<file path="src/rtl/game_pkg.sv">
// Shared game-side definitions for the ball hand-off I2C link.
// Holds the sender FSM state encoding, the frame length and the register pointer.
// No ports; imported by ball_i2c_sender.
package game_pkg;

  typedef enum logic [2:0] {
    IDLE,
    START,
    DATA,
    ACK,
    STOP,
    DONE
  } i2c_state_t;

  // Bytes per frame: address, register pointer, y_hi, y_lo, vy, gravity, speed.
  localparam int         FRAME_LEN = 7;
  localparam logic [2:0] LAST_BYTE = 3'(FRAME_LEN - 1);
  localparam logic [7:0] REG_PTR   = 8'h00;

endpackage

</file>
<file path="src/rtl/i2c_tick_gen.sv">
// Purpose: free-running quarter-SCL-period tick generator (0..CLK_DIV-1).
// Latency: tick is combinational from the count; restart zeroes the count on the next edge.
// Backpressure: none, free running.
// Ports: clk_25MHZ/reset (async, active high), restart (sync counter clear),
//        tick (one-cycle pulse on the last cycle of every quarter).
module i2c_tick_gen #(
  parameter int CLK_DIV = 62
) (
  input  logic clk_25MHZ,
  input  logic reset,
  input  logic restart,
  output logic tick
);

  localparam int            CW   = (CLK_DIV > 1) ? $clog2(CLK_DIV) : 1;
  localparam logic [CW-1:0] LAST = CW'(CLK_DIV - 1);

  logic [CW-1:0] cnt;

  assign tick = (cnt == LAST);

  always_ff @(posedge clk_25MHZ or posedge reset) begin
    if (reset) begin
      cnt <= '0;
    end else if (restart || tick) begin
      cnt <= '0;
    end else begin
      cnt <= cnt + 1'b1;
    end
  end

endmodule

</file>
<file path="src/rtl/ball_i2c_sender.sv">
// Purpose: I2C master that writes one 7-byte ball hand-off frame to the opposing board.
// Latency: (4 + 7*36 + 4) * CLK_DIV + 2 cycles from trigger edge to done pulse (all bytes ACKed).
// Backpressure: trigger is a held level; only its rising edge in IDLE starts a frame; NACK aborts.
// Ports: clk_25MHZ, reset (async, active high); ball_send_trigger, ball_y, ball_vy,
//        gravity_counter, ball_fast (frame payload, latched at start); sda_in (line sample);
//        scl_oe/sda_oe (1 = pull low); busy; is_i2c_master_done (pulse); ack_error.
module ball_i2c_sender
  import game_pkg::*;
#(
  parameter logic [6:0] SLAVE_ADDR = 7'h30,
  parameter int         CLK_DIV    = 62
) (
  input  logic       clk_25MHZ,
  input  logic       reset,
  input  logic       ball_send_trigger,
  input  logic [9:0] ball_y,
  input  logic [7:0] ball_vy,
  input  logic [1:0] gravity_counter,
  input  logic       ball_fast,
  input  logic       sda_in,
  output logic       scl_oe,
  output logic       sda_oe,
  output logic       busy,
  output logic       is_i2c_master_done,
  output logic       ack_error
);

  i2c_state_t state, state_nxt;

  logic       trig_prev;
  logic       start_evt;
  logic       tick;
  logic       q_end;
  logic [1:0] qtr;
  logic [2:0] bit_cnt;
  logic [2:0] byte_cnt;
  logic       ack_nack;
  logic [1:0] sda_sync;
  logic [9:0] y_l;
  logic [7:0] vy_l;
  logic [1:0] grav_l;
  logic       fast_l;
  logic [7:0] cur_byte;
  logic       cur_bit;
  logic       scl_oe_nxt, sda_oe_nxt, busy_nxt, done_nxt;

  assign start_evt = (state == IDLE) && ball_send_trigger && !trig_prev;
  assign q_end     = tick && (qtr == 2'd3);

  i2c_tick_gen #(.CLK_DIV(CLK_DIV)) u_tick (
    .clk_25MHZ (clk_25MHZ),
    .reset     (reset),
    .restart   (start_evt),
    .tick      (tick)
  );

  always_comb begin
    cur_byte = REG_PTR;
    case (byte_cnt)
      3'd0:    cur_byte = {SLAVE_ADDR, 1'b0};
      3'd1:    cur_byte = REG_PTR;
      3'd2:    cur_byte = {y_l[9:8], 6'b0};
      3'd3:    cur_byte = y_l[7:0];
      3'd4:    cur_byte = vy_l;
      3'd5:    cur_byte = {6'b0, grav_l};
      3'd6:    cur_byte = {7'b0, fast_l};
      default: cur_byte = REG_PTR;
    endcase
  end

  assign cur_bit = cur_byte[bit_cnt];

  // Next state and the line levels for the current quarter. Line levels are
  // registered below so SCL/SDA never glitch on combinational decode.
  always_comb begin
    state_nxt  = state;
    scl_oe_nxt = 1'b0;
    sda_oe_nxt = 1'b0;
    busy_nxt   = 1'b1;
    done_nxt   = 1'b0;
    case (state)
      IDLE: begin
        busy_nxt = 1'b0;
        if (start_evt) state_nxt = START;
      end
      START: begin
        // SDA falls halfway through with SCL still released.
        sda_oe_nxt = qtr[1];
        if (q_end) state_nxt = DATA;
      end
      DATA: begin
        scl_oe_nxt = (qtr == 2'd0) || (qtr == 2'd3);
        sda_oe_nxt = !cur_bit;
        if (q_end && (bit_cnt == 3'd0)) state_nxt = ACK;
      end
      ACK: begin
        scl_oe_nxt = (qtr == 2'd0) || (qtr == 2'd3);
        if (q_end) begin
          if (ack_nack || (byte_cnt == LAST_BYTE)) state_nxt = STOP;
          else                                     state_nxt = DATA;
        end
      end
      STOP: begin
        scl_oe_nxt = (qtr == 2'd0);
        sda_oe_nxt = (qtr != 2'd3);
        if (q_end) state_nxt = DONE;
      end
      DONE: begin
        done_nxt  = 1'b1;
        state_nxt = IDLE;
      end
      default: begin
        state_nxt = IDLE;
      end
    endcase
  end

  always_ff @(posedge clk_25MHZ or posedge reset) begin
    if (reset) begin
      state              <= IDLE;
      trig_prev          <= 1'b0;
      scl_oe             <= 1'b0;
      sda_oe             <= 1'b0;
      busy               <= 1'b0;
      is_i2c_master_done <= 1'b0;
      ack_error          <= 1'b0;
      qtr                <= 2'd0;
      bit_cnt            <= 3'd0;
      byte_cnt           <= 3'd0;
      ack_nack           <= 1'b0;
      sda_sync           <= 2'b11;
      y_l                <= 10'd0;
      vy_l               <= 8'd0;
      grav_l             <= 2'd0;
      fast_l             <= 1'b0;
    end else begin
      state              <= state_nxt;
      trig_prev          <= ball_send_trigger;
      scl_oe             <= scl_oe_nxt;
      sda_oe             <= sda_oe_nxt;
      busy               <= busy_nxt;
      is_i2c_master_done <= done_nxt;
      // The bus is asynchronous to us; two flops ahead of the ACK sample.
      // The extra delay stays well inside the SCL-high window.
      sda_sync           <= {sda_sync[0], sda_in};
      if (start_evt) begin
        qtr       <= 2'd0;
        bit_cnt   <= 3'd7;
        byte_cnt  <= 3'd0;
        ack_error <= 1'b0;
        ack_nack  <= 1'b0;
        y_l       <= ball_y;
        vy_l      <= ball_vy;
        grav_l    <= gravity_counter;
        fast_l    <= ball_fast;
      end else if (tick && (state != IDLE) && (state != DONE)) begin
        qtr <= qtr + 2'd1;
        if ((state == ACK) && (qtr == 2'd1)) ack_nack <= sda_sync[1];
        if (qtr == 2'd3) begin
          if ((state == DATA) && (bit_cnt != 3'd0)) bit_cnt <= bit_cnt - 3'd1;
          if (state == ACK) begin
            if (ack_nack) begin
              ack_error <= 1'b1;
            end else if (byte_cnt != LAST_BYTE) begin
              byte_cnt <= byte_cnt + 3'd1;
              bit_cnt  <= 3'd7;
            end
          end
        end
      end
    end
  end

endmodule
</file>
<file path="config.mk">
export PLATFORM = sky130hd
export DESIGN_NAME = ball_i2c_sender
export DESIGN_NICKNAME = d
export VERILOG_FILES = /design/src/rtl/game_pkg.sv /design/src/rtl/i2c_tick_gen.sv /design/src/rtl/ball_i2c_sender.sv
export SDC_FILE = /design/constraint.sdc
export NUM_CORES = 1
export LEC_CHECK = 0
export ABC_AREA = 1
export ABC_CLOCK_PERIOD_IN_PS = 2100
export CAP_MARGIN = 10
export CORE_MARGIN = 3
export CORE_UTILIZATION = 55
export CTS_CLUSTER_SIZE = 25
export DETAILED_ROUTE_END_ITERATION = 6
export PLACE_DENSITY = 0.89
export RECOVER_POWER = 50
export SLEW_MARGIN = 10
export SYNTH_ARGS = -nofsm -noshare
export SYNTH_HDL_FRONTEND = slang
export SYNTH_SLANG_ARGS = --single-unit
</file>
<file path="constraint.sdc">
create_clock -name clk_25MHZ -period 2.1 [get_ports clk_25MHZ]
set_input_delay 0.42 -clock clk_25MHZ [delete_from_list [all_inputs] [get_ports clk_25MHZ]]
set_output_delay 0.42 -clock clk_25MHZ [all_outputs]
set_load 0.005 [all_outputs]
</file>
### After elaboration in Yosys (flattened, before gate mapping)

Cells that the tools add are included.

| cells by class | value |
|---|---|
| add/subtract/negate cells | 4 |
| order comparisons | 1 |
| equal/unequal tests | 22 |
| mux-type cells | 38 |
| reductions and logical operators | 31 |

Operator list:

| operator | count |
|---|---|
| $mux 3 | 19 |
| $pmux 8 s6 | 1 |
| $eq 3x3->1 const B | 5 |
| $pmux 3 s5 | 1 |
| $eq 3x2->1 const B | 4 |
| $reduce_bool 2->1 | 6 |
| $mux 1 | 11 |
| $ne 2x2->1 const B | 5 |
| $reduce_and 5->1 | 2 |
| $logic_not 3->1 | 3 |
| $logic_and 1x1->1 | 8 |
| $add 6x1->6 const B | 1 |
| $eq 6x6->1 const B | 1 |
| $mux 6 | 1 |
| $ne 3x3->1 const B | 2 |
| $reduce_bool 3->1 | 2 |
| $lt 3x4->1 const B | 1 |
| $mux 2 | 2 |
| $ne 2x1->1 const B | 2 |
| $reduce_and 2->1 | 2 |
| $reduce_and 4->1 | 1 |
| $add 3x1->3 const B | 1 |
| $bmux 1 s3 | 1 |
| $eq 3x1->1 const B | 1 |
| 10 further kinds | 13 |

| storage, ports and cells | value |
|---|---|
| register bits after elaboration | 47 |
| bits of input ports | 25 |
| output and inout bits | 5 |
| word-level logic and storage cells | 113 |

### Longest topological paths before layout

| depth | value |
|---|---|
| depth in word-level cells | 9 |
| mapped depth | 12 |
| mapped depth without buffers | 11 |

### Modules after synthesis

A second synthesis with hierarchy kept.

| unflattened totals | value |
|---|---|
| cell total of the unflattened synthesis | 294 |
| area total of the unflattened synthesis | 2406.1 um^2 |

Modules (own cells, without submodules):

| module | instances | cells each | area an instance (um^2) | seq. area each (um^2) |
|---|---|---|---|---|
| ball_i2c_sender | 1 | 259 | 2082.0 | 1028.5 |
| i2c_tick_gen | 1 | 35 | 324.1 | 150.1 |

### Worst setup path before layout

Ideal clock, no wire load.

| path | value |
|---|---|
| path kind | flip-flop to flip-flop |
| from | register byte_cnt[0] |
| to | register sda_oe |
| library setup time | 0.065 ns |
| arrival time | 1.413 ns |
| required time | 2.035 ns |
| setup slack | 0.622 ns |
| cell stages (with the launch flop) | 13 |
| path buffers | 1 |
| period minus slack after synthesis | 1.478 ns |
| path through | dfrtp_1 -> ha_1 -> ha_1 -> clkbuf_1 -> nand2_1 -> nand2_1 -> nor2_1 -> nand2_1 -> nand3_1 -> nand2_1 -> nand2_1 -> nand3_1 -> nand2_1 |

| on the way | value |
|---|---|
| cells in the longest elaborated chain, start to end | 6 |
| elaborated cells on any way between the ends | 11 |
| classes of those cells | eq/ne (5); mux (4); reduce/logical (2) |

RTL lines:

| element | line | text |
|---|---|---|
| start: declaration | ball_i2c_sender.sv:36 | `logic [2:0] byte_cnt;` |
| start signal: assignment | ball_i2c_sender.sv:165 | `byte_cnt <= byte_cnt + 3'd1;` |
| $eq 3x3->1, or another cell as far along | ball_i2c_sender.sv:59 | `case (byte_cnt)` |
| $pmux 8 s6 * | ball_i2c_sender.sv:59 |  |
| $bmux 1 s3 * | ball_i2c_sender.sv:71 | `assign cur_bit = cur_byte[bit_cnt];` |
| $mux 1 (implied by the code) * | ball_i2c_sender.sv:71 |  |
| $logic_not 1->1 * | ball_i2c_sender.sv:93 | `sda_oe_nxt = !cur_bit;` |
| $pmux 1 s3 * | ball_i2c_sender.sv:81 | `case (state)` |
| via sda_oe_nxt | ball_i2c_sender.sv:45 | `logic scl_oe_nxt, sda_oe_nxt, busy_nxt, done_nxt;` |
| end signal: assignment | ball_i2c_sender.sv:140 | `sda_oe <= sda_oe_nxt;` |
| end: declaration | ball_i2c_sender.sv:22 | `output logic sda_oe,` |

Mark *: on every way through the listed nets, which the timed path passes. The rest lies on a longest branch. The select of a mux whose other input is x is not followed.
A chain may end at the register's enable or synchronous reset.

### Worst setup path after layout

| path | value |
|---|---|
| from | register state[0] |
| to | register byte_cnt[2] |

| on the way | value |
|---|---|
| cells in the longest elaborated chain, start to end | 5 |
| elaborated cells on any way between the ends | 15 |
| classes of those cells | eq/ne (3); mux (1); reduce/logical (11) |

RTL lines:

| element | line | text |
|---|---|---|
| start: declaration | ball_i2c_sender.sv:28 | `i2c_state_t state, state_nxt;` |
| start signal: assignment | ball_i2c_sender.sv:137 | `state <= state_nxt;` |
| $logic_not 3->1 or $reduce_bool 3->1 (tied branches) | ball_i2c_sender.sv:47, ball_i2c_sender.sv:156 |  |
| $logic_and 1x1->1, on equally long branches (2 in series) | ball_i2c_sender.sv:47, ball_i2c_sender.sv:156 |  |
| $ne 2x1->1 (no source line) or $reduce_bool 2->1 (tied branches) | n/a |  |
| $reduce_and 5->1 (no source line) | n/a |  |

Parallel ways exist; a longest one is shown, timed or not.

==> out/results.ini <==
[clocking]
cts_buffers = 5
clk_latency_ps = 300
ctsLongestPathBuffers = 2
post_cts_buffers = 0
cts_resized = 0
clk_pin_slew_ps = 80
cts_tree = built
hold_buffers = 0
htree_levels = 2
cts_sinks = 47
cts-root-buf = clkbuf_8

[grt]
grt_usage = 0.1998
grt_max_degree = 26
grt_pass1_wl_mm = 8.162
grt_pass1_vias = 1811
antenna_found_initial = 0
grt_overflow = 0

[critical_path]
crit_path_cell_trace = nor2_1 > nand2_4 > inv_2 > nand2_4 > nand2_2 > nand2_2 > clkinv_2 > nand2_4 > nand2_1 > o21ai_1
cp_max_fo = 19
reg2regPathDepth = 10
worst_setup_path_end_kind = flip-flop
critPathTopFamily = simple AND/OR/NAND/NOR gates
regToRegSetupSlack_ps = 390
cpPeakStageDelay_ps = 460
r2r-start = state[0]
cp_slowest_cell = dfrtp_1
rr_endpoint = byte_cnt[2]
critPathMostFrequentCell = nand2_4
arrival_ps = 1900
critPathKind = flip-flop to flip-flop
crit_path_start_kind = flip-flop
critPathBufInv = 2
required_ps = 2300

[hold_path]
hold_start = sda_sync[0]
holdCritPathClass = flip-flop to flip-flop
min_to = sda_sync[1]
hold_depth = 0

[detailed_routing]
route.met3.wl_um = 210
wirelength_mm = 4.518
num_vias = 1867
drt-wirelength-per-cell_um = 12.18
drt_iter0_drc = 140
drc = 0
ant_nets = 0
routed.top_layer = met4
wirelength_met1_mm = 2.137
first_pass_iters = 5
via_per_inst = 5.032
route.met2.wl_mm = 2.086

[die]
ios = 30
coreArea_um2 = 4115
die_area_um2 = 5214
start_util = 0.5859
die_w_um = 72.21
row_count = 23
dieHeight_um = 72.21

[synth]
synth_area_leaders = dfrtp_1 (47%), nand2_1 (17%), nand3_1 (6.6%), ha_1 (6.2%), inv_1 (3.9%)
synth_top_area_frac = 0.4670
ys_warn_count = 0
seq_area_frac_synth = 0.4888
synth_fp_nets = 327
netlist_instances = 290
synth_top_cell_by_area = dfrtp_1
ys_ff_latch = 47
syn-cell-area_um2 = 2411
synth.distinct_cells = 36
avgSynthCellArea_um2 = 8.314

[power]
p_seq_frac = 0.447
switchingPower_mw = 1.290
power.internal_mw = 2.055
ir_drop_v = 0.0005826
power_frac_comb = 0.375
p_sw_frac = 0.3856
clock_power_share = 0.178
p_per_area_nw_per_um2 = 1188
cellLeakagePower_nw = 1.448
report.power.total_mw = 3.345

[timing]
hold_viol_final = 0
final.setup_skew_ps = 4.214
fin_crit_ps = 1705
fmax_ghz = 0.5864
setup_viol = 0
rsz0062_at_grt = false
hold_ws_ps = 359.5
layout_worst_path_cycle_share = 0.8121
setup_tns_ps = 0
worst_pin_slew_ps = 917.3
maxSlewHeadroom = 0.3878
slew_violations = 0

[outcome]
status = completed

[final_layout]
multi_input_area_um2 = 1037
final_area_um2 = 2815
seq_area_um2 = 1179
fillCellCount = 326
final_net_count = 357
final_layout_size_suffix_gt1_frac = 0.07788
synthToLayoutAreaGrowth_pct = 16.76
n_antenna_cell = 0

[placement]
gp_congestion = 0.8460
detailed_place.area_um2 = 2723
port_buffers = 29
hpwl_mm = 3.379

[run]
maxCapViolations = 0

metrics by stage:
stage	setup WS (ps)	util	cells
after floorplan	567.2	-	290
after global placement	211.0	0.6616	363
after detailed placement	165.3	0.6616	363
after CTS	474.8	0.6859	371
after global routing	183.6	0.6841	371
final	394.6	0.6841	371
placed cells by master (no fill, tap or decap), drive strengths merged:
cell and count:
dfrtp 45, o21bai 1, clkinv 2, buf 2
nor2 15, xor2 2, xnor2 1, dlygate4sd3 3
o22ai 1, nand4 1, o21ai 15, clkdlybuf4s50 26
nand3 33, a211oi 1, nand2 112, o21a 1
or2 1, ha 12, dfstp 2, nor4 1
inv 28, nor3b 1, a21oi 6, a31oi 1
clkbuf 8
synthesized netlist by cell type:
| cell | number |
|---|---|
| nand2_1 | 106 |
| dfrtp_1 | 45 |
| nand3_1 | 32 |
| inv_1 | 25 |
| nor2_1 | 13 |
| ha_1 | 12 |
| o21ai_1 | 7 |
| a21oi_1 | 6 |
| o21ai_0 | 6 |
| buf_2 | 3 |
| nand2_2 | 3 |
| nand2_4 | 3 |
| buf_6 | 2 |
| dfstp_2 | 2 |
| inv_2 | 2 |
| o21ai_2 | 2 |
| xor2_1 | 2 |
| a211oi_1 | 1 |
| a31oi_1 | 1 |
| buf_12 | 1 |
| buf_4 | 1 |
| clkbuf_1 | 1 |
| clkinv_1 | 1 |
| clkinv_2 | 1 |
| inv_6 | 1 |
| nand3_4 | 1 |
| nand4_1 | 1 |
| nor2_2 | 1 |
| nor2_4 | 1 |
| nor3b_1 | 1 |
| nor4_1 | 1 |
| o21a_1 | 1 |
| o21bai_1 | 1 |
| o22ai_1 | 1 |
| or2_0 | 1 |
| xnor2_1 | 1 |
layout make-up:
class	count	share of cell area
clock buffers	8	0.03556
repair buffers	31	0.1129
inverters	30	0.04222
multi-input cells	205	0.3684
flip-flops and latches	47	0.4187
well taps	50	0.02222
sequential cells by signal, indices dropped and copies added (netlist names), 2 cells and up:
name and cells:
y_l 10, qtr 2, byte_cnt 3, vy_l 8, u_tick.cnt 6, grav_l 2
state 3, bit_cnt 3, sda_sync 2
metal layers:
metal | track usage | vias up
met2 | 0.3094 | 36
li1 | - | 974
met5 | 0 | -
met4 | 0.07516 | 0
met1 | 0.2741 | 851
met3 | 0.04571 | 6
kinds of logic (layout without fill, tap and decap cells):
kind of cell,after synthesis,count (layout),synth area share
simple gates,164,164,0.2989
fa+ha+maj,12,12,0.06227
compound gates,26,26,0.06124
flops,47,47,0.4888
buf+inv,38,69,0.07784
xor+xnor,3,3,0.01090
worst register-to-register path: stages, from the launching register on:
cell and delay [ps]:
dfrtp_1 460, nor2_1 270, nand2_4 100, inv_2 100, nand2_4 160, nand2_2 180
nand2_2 80, clkinv_2 70, nand2_4 80, nand2_1 60, o21ai_1 60
power by group through the flow:
stage	combinational, mW	sequential, mW	clock [mW]
2_1_floorplan	1.04	1.42	0
3_3_place_gp	1.20	1.50	0
3_5_place_dp	1.26	1.52	0
4_1_cts	1.27	1.50	0.608
5_1_grt	1.46	1.54	0.639
6_report	1.26	1.50	0.594
worst max-delay path by stage:
| stage | start | endpoint | slack (ps) | cells past startpoint |
|---|---|---|---|---|
| floorplan | reset | ack_error | 570 | 1 |
| global placement | ball_send_trigger | byte_cnt[2] | 210 | 10 |
| detailed placement | ball_send_trigger | byte_cnt[2] | 170 | 10 |
| CTS | byte_cnt[2] | sda_oe | 470 | 11 |
| global route | state[0] | bit_cnt[0] | 180 | 9 |
| finish | state[0] | byte_cnt[2] | 390 | 10 |
Note: power is estimated with default switching activity, not from simulation.
